===== config.mk =====
export PLATFORM = sky130hd
export DESIGN_NAME = ad_sample_avg
export DESIGN_NICKNAME = d
export VERILOG_FILES = /design/src/rtl/ad_sample_avg.sv
export SDC_FILE = /design/constraint.sdc
export NUM_CORES = 1
export LEC_CHECK = 0
export ABC_AREA = 1
export CAP_MARGIN = 5
export CORE_UTILIZATION = 35
export DETAILED_ROUTE_END_ITERATION = 10
export SETUP_SLACK_MARGIN = 0.2
export SYNTH_ARGS = -nofsm -noshare
export SYNTH_HDL_FRONTEND = slang
export SYNTH_SLANG_ARGS = --single-unit

===== constraint.sdc =====
create_clock -name userclk -period 4 [get_ports userclk]
set_input_delay 0.6 -clock userclk [delete_from_list [all_inputs] [get_ports userclk]]
set_output_delay 0.6 -clock userclk [all_outputs]
set_load 0.01 [all_outputs]

===== src/rtl/ad_sample_avg.sv =====
// ad_sample_avg: block-averages AD7683 conversions on chip-select rising edges.
// Results are presented with a valid/ready handshake and a sticky overrun flag.
module ad_sample_avg #(
    parameter int AVG_LOG2 = 2
) (
    input  logic        userclk,
    input  logic        rst,
    input  logic        en,
    input  logic        adcs,
    input  logic [15:0] addata,
    output logic [15:0] avg_data,
    output logic        avg_valid,
    input  logic        avg_ready,
    output logic        overrun,
    input  logic        ovr_clr
);
    localparam int CW = AVG_LOG2 > 0 ? AVG_LOG2 : 1;
    localparam int AW = 16 + AVG_LOG2;
    localparam logic [CW-1:0] LAST = CW'((1 << AVG_LOG2) - 1);

    typedef enum logic {WARMUP, ACCUM} state_t;

    state_t        state;
    logic          adcs_d;
    logic [AW-1:0] acc;
    logic [AW-1:0] sum;
    logic [CW-1:0] cnt;
    logic          stb;
    logic          load;

    assign stb  = adcs & ~adcs_d;
    assign sum  = acc + AW'(addata);
    assign load = en & stb & (state == ACCUM) & (cnt == LAST);

    always_ff @(posedge userclk) begin
        if (rst) begin
            state     <= WARMUP;
            adcs_d    <= 1'b1;
            acc       <= '0;
            cnt       <= '0;
            avg_data  <= 16'h0000;
            avg_valid <= 1'b0;
            overrun   <= 1'b0;
        end else begin
            adcs_d <= adcs;
            if (!en) begin
                state <= WARMUP;
                acc   <= '0;
                cnt   <= '0;
            end else if (stb) begin
                // First edge after reset/enable carries no valid conversion
                if (state == WARMUP) state <= ACCUM;
                else begin
                    acc <= load ? '0 : sum;
                    cnt <= load ? '0 : cnt + CW'(1);
                end
            end
            if (load) avg_data <= 16'(sum >> AVG_LOG2);
            avg_valid <= load | (avg_valid & ~avg_ready);
            overrun   <= ~ovr_clr & (overrun | (load & avg_valid & ~avg_ready));
        end
    end
endmodule


== Word-level counts from Yosys, hierarchy flattened ==
Cells that the tools add are included.
Storage, ports and cells
  logic and storage cells: 28
  bits of input ports: 22
  memory bits (writable): 0
  memories: 0
  output and inout port bits: 18
  bits in latches: 0
  bits in read-only memories: 0
  flip-flop bits (word level): 40
Cells by class
  mux-type cells: 2
  equal/unequal tests: 1
  divide/modulo/power cells: 0
  multipliers: 0
  shifts and indexed selects: 0
  reductions and logical operators: 2
  bitwise logic cells: 14
  order comparisons: 0
  $add $sub $neg: 2
Operators with widths (number)
  $add 18x16->18: 1
  $mux 18: 1
  $and 1x1->1: 8
  $not 1->1: 4
  $add 2x1->2 const B: 1
  $eq 2x2->1 const B: 1
  $mux 2: 1
  $or 1x1->1: 2
  $reduce_and 2->1: 1
  $reduce_or 2->1: 1

== Logic depth before layout (Yosys ltp) ==
  depth after elaboration: 9
  gate-level depth with buffers: 14
  mapped depth without buffers: 14

== Worst setup path after synthesis ==
OpenSTA, ideal clock, no wires.
  path kind: input to register
  start: input port addata[0]
  end: register avg_data[14]
  buffers on the path: 0
  library setup time: 56 ps
  arrival time: 1956 ps
  slack: 1988 ps
  stages on the path: 12
  required time: 3944 ps
  cells stage by stage: ha_1 fa_1 nand3_1 nand2_1 nand2_1 nand2_2 nand2_2 nand2_1 nand2_1 nand2_1 a21o_1 inv_1
Between the ends
  longest elaborated chain between the ends: 1
Ends and longest elaborated chain
  start, declared: line 10  | input logic [15:0] addata,
  $add 18x16->18: line 32  | assign sum = acc + AW'(addata);
  end signal, assigned: line 58  | if (load) avg_data <= 16'(sum >> AVG_LOG2);
  end, declared: line 11  | output logic [15:0] avg_data,
No other way between the ends.
A chain may end at the register's enable or synchronous reset.

== Final worst setup path ==
  start: input port adcs
  end: register avg_data[14]
Between the ends
  longest elaborated chain between the ends: 4
Ends and longest elaborated chain
  start, declared: line 9  | input logic adcs,
  $and 1x1->1: line 31  | assign stb = adcs & ~adcs_d;
  $and 1x1->1 (3 in a row): line 33  | assign load = en & stb & (state == ACCUM) & (cnt == LAST);
No other way between the ends.

==> run summary <==
### Status
- **outcome** complete, no violations

### Cells and area
- **final cell count without fillers** 509
- **ant diodes** 0
- **proportion of layout cells with a drive suffix above 1** 9.69%
- **Total Nets Final** 452
- **number of fillers in the final layout** 696
- **Area growth, synth to finish** 22.4%

### GRT
- **number of antenna violations at the first check in global routing** 0
- **wire length of the first global-routing pass** 10400 um
- **total global routing overflow** 0
- **largest net degree at the start of global routing** 27
- **combined global-route utilization of all metal layers** 17.7%
- **vias in the first global route** 2249

### Timing
- **period utilization** 60.1%
- **RSZ-0062 raised after global routing** false
- **number of setup violations in the final report** 0
- **relative max-transition margin** 46.6%
- **final setup TNS** 0 ns
- **transition time of the tightest slew-check pin** 0.799 ns
- **final-report max-slew violation count** 0
- **fmax** 416 MHz
- **largest clock skew in the final design** 0.0129 ns
- **final hold vios** 0
- **clock period minus worst slack** 2.40 ns

### Logic synthesis
- **number of flops mapped to enable cells by yosys** 0
- **share of the synthesized area in the top cell type** 31.8%
- **ranking of synthesized cells by instance count** 116 x sky130_fd_sc_hd__nand2_1, 40 x sky130_fd_sc_hd__dfxtp_1, 38 x sky130_fd_sc_hd__nor2_1
- **number of distinct library cell variants in the gate-level netlist after synthesis** 35
- **prevailing post-synth register cell** sky130_fd_sc_hd__dfxtp_1
- **synth top area cells** sky130_fd_sc_hd__dfxtp_1 32%, sky130_fd_sc_hd__nand2_1 17%, sky130_fd_sc_hd__ha_1 8.4%
- **proportion of synthesized chip area in sequential cells** 31.8%
- **total number of yosys warnings** 0
- **share of async-settable or async-resettable flops after synthesis** 0%
- **post-synthesis instance area** 2520 sq um
- **cell type with the largest total area after synthesis** sky130_fd_sc_hd__dfxtp_1
- **Mapped Avg Cell Area** 6.77 sq um
- **top-count cell post-synth** sky130_fd_sc_hd__nand2_1
- **flip-flop and latch count after synthesis** 40
- **Net Count, Synth** 412
- **instance count of the mapped netlist** 372

### Critical path
- **startpoint-to-endpoint class of the critical path** input port to flip-flop
- **Critical Path Source Type** input port
- **endpoint kind of the worst setup timing path** flip-flop
- **largest fanout on the critical path** 26
- **critical path data required time** 4.21 ns
- **worst setup slack for register-to-register paths** 2.03 ns
- **Worst EP arrival** 2.62 ns

### Floorplanning
- **Horiz. Die Dim** 86.8 um
- **count of pins on the block boundary** 40
- **# rows** 30
- **Total Die Area** 7540 sq um
- **core area** 6870 sq um
- **vertical extent of the die** 86.8 um
- **initial core utilization** 36.7%

### Placed design
- **Final GP Congestion** 0.869
- **placed cell count** 501
- **dpl hpwl** 4550 um
- **port bufs** 39

### Clocking
- **CTS resizes** 0
- **clock tree sinks** 40
- **hold bufs inserted after CTS** 0
- **CTS clk-pin slew, worst paths** 0.09 ns
- **clock tree root buffer cell** sky130_fd_sc_hd__clkbuf_8
- **Longest Clk Path Bufs** 2
- **CTS tree** yes
- **H-tree depth reported by CTS** 2
- **Setup Fix Bufs, Post-CTS** 0
- **Inserted Clock Buffers** 5
- **latest clock arrival within the worst-skew pair** 0.31 ns

### Routing
- **DRC errors left** 0
- **total vias in the final route** 2353
- **Final Routed Wirelength** 5990 um
- **drt wl/cell** 11.8 um
- **First-pass DRT Iterations** 4
- **met1 WL** 3000 um
- **post-route ant nets** 0
- **highest layer used for signal routing** met4
- **initial DRC count** 144
- **met3 routed WL** 201 um
- **met2 wire length** 2720 um
- **routed via count divided by cell count** 4.62

### Job
- **reported max-cap violation count** 0

### Worst hold path
- **path class of the lowest-slack min-delay path** flip-flop to flip-flop

### Power and ir drop
- **power per cell area** 246 nW/um^2
- **leakage power summed over all cells** 1.45 nW
- **peak supply drop** 0.162 mV

-- power by group --
group          internal, mW  switching [mW]
clock network         0.122           0.161
registers             0.399        0.000431
logic                0.0341          0.0418
total                 0.555           0.204
-- layer usage --
layer	up-vias	GRT usage (%)
met2	43	29.9
met3	7	2.86
li1	1276	-
met1	1027	23.1
met5	-	0
met4	0	5.00
-- state kept, by name, indices dropped and copies added (netlist names) --
register   count
cnt            2
avg_data      16
avg_valid      1
overrun        1
acc           18
adcs_d         1
state          1
-- area by class of cell --
type                    instances  area, sq um  share of cell area [%]
repair buffers                 41          405                    13.2
clock buffers                   5         68.8                    2.23
well taps                      96          120                    3.90
flip-flops and latches         40          801                    26.0
multi-input cells             282         1510                    49.0
inverters                      42          159                    5.16
clock inverters                 3         18.8                   0.609
-- logic make-up after synthesis --
family,synth area share (%)
DFF,31.8
xor gates and xnor gates,1.74
AOI/OAI and AO/OA,13.2
buffers and inverters,8.30
adders and majority gates,9.24
and+or+nand+nor,35.8
-- worst max-delay path, cell delays in order --
cell,delay (ns)
sky130_fd_sc_hd__clkdlybuf4s50_1,0.41
sky130_fd_sc_hd__inv_2,0.06
sky130_fd_sc_hd__nor2_2,0.03
sky130_fd_sc_hd__nand2_1,0.52
sky130_fd_sc_hd__inv_2,0.15
sky130_fd_sc_hd__nand3_4,0.15
sky130_fd_sc_hd__clkinv_2,0.29
sky130_fd_sc_hd__o21ai_0,0.26
sky130_fd_sc_hd__a21o_1,0.10
sky130_fd_sc_hd__inv_1,0.03
-- final timing paths --
kind              startpoint            to  depth (start not counted)
setup / recovery        adcs  avg_data[14]                         10
hold / removal        acc[0]        acc[0]                          2
setup reg to reg      acc[0]  avg_data[10]                         11
hold reg to reg       acc[0]        acc[0]                          2
-- placed cells by master, fill, tap and decap left out, types with 2 or more instances in the layout --
master	n
sky130_fd_sc_hd__xor2_1	5
sky130_fd_sc_hd__inv_2	4
sky130_fd_sc_hd__nand2_2	8
sky130_fd_sc_hd__a21o_1	4
sky130_fd_sc_hd__o21ai_0	12
sky130_fd_sc_hd__or2_1	2
sky130_fd_sc_hd__nand3_1	18
sky130_fd_sc_hd__clkbuf_8	5
sky130_fd_sc_hd__a21oi_1	28
sky130_fd_sc_hd__nor2_2	2
sky130_fd_sc_hd__nor2_1	38
sky130_fd_sc_hd__inv_1	37
sky130_fd_sc_hd__a21oi_2	6
sky130_fd_sc_hd__buf_4	2
sky130_fd_sc_hd__nand3_2	5
sky130_fd_sc_hd__clkinv_2	3
sky130_fd_sc_hd__o21ai_1	3
sky130_fd_sc_hd__clkdlybuf4s50_1	39
sky130_fd_sc_hd__ha_1	17
sky130_fd_sc_hd__nand3b_1	6
sky130_fd_sc_hd__nand2_1	116
sky130_fd_sc_hd__dfxtp_1	40
sky130_fd_sc_hd__and2_1	2
-- stage by stage --
stage	power, mW	setup slack, ns	utilization (%)	area [sq um]	hold WS, ns
2_1_floorplan	0.449	1.99	-	2520	0.441
3_3_place_gp	0.485	1.28	43.6	2990	0.456
3_5_place_dp	0.485	1.23	43.6	2990	0.461
4_1_cts	0.766	1.56	44.9	3080	0.474
5_1_grt	0.791	1.32	44.9	3080	0.497
6_report	0.758	1.60	44.9	3080	0.470
Note: power is estimated with default switching activity, not from simulation.
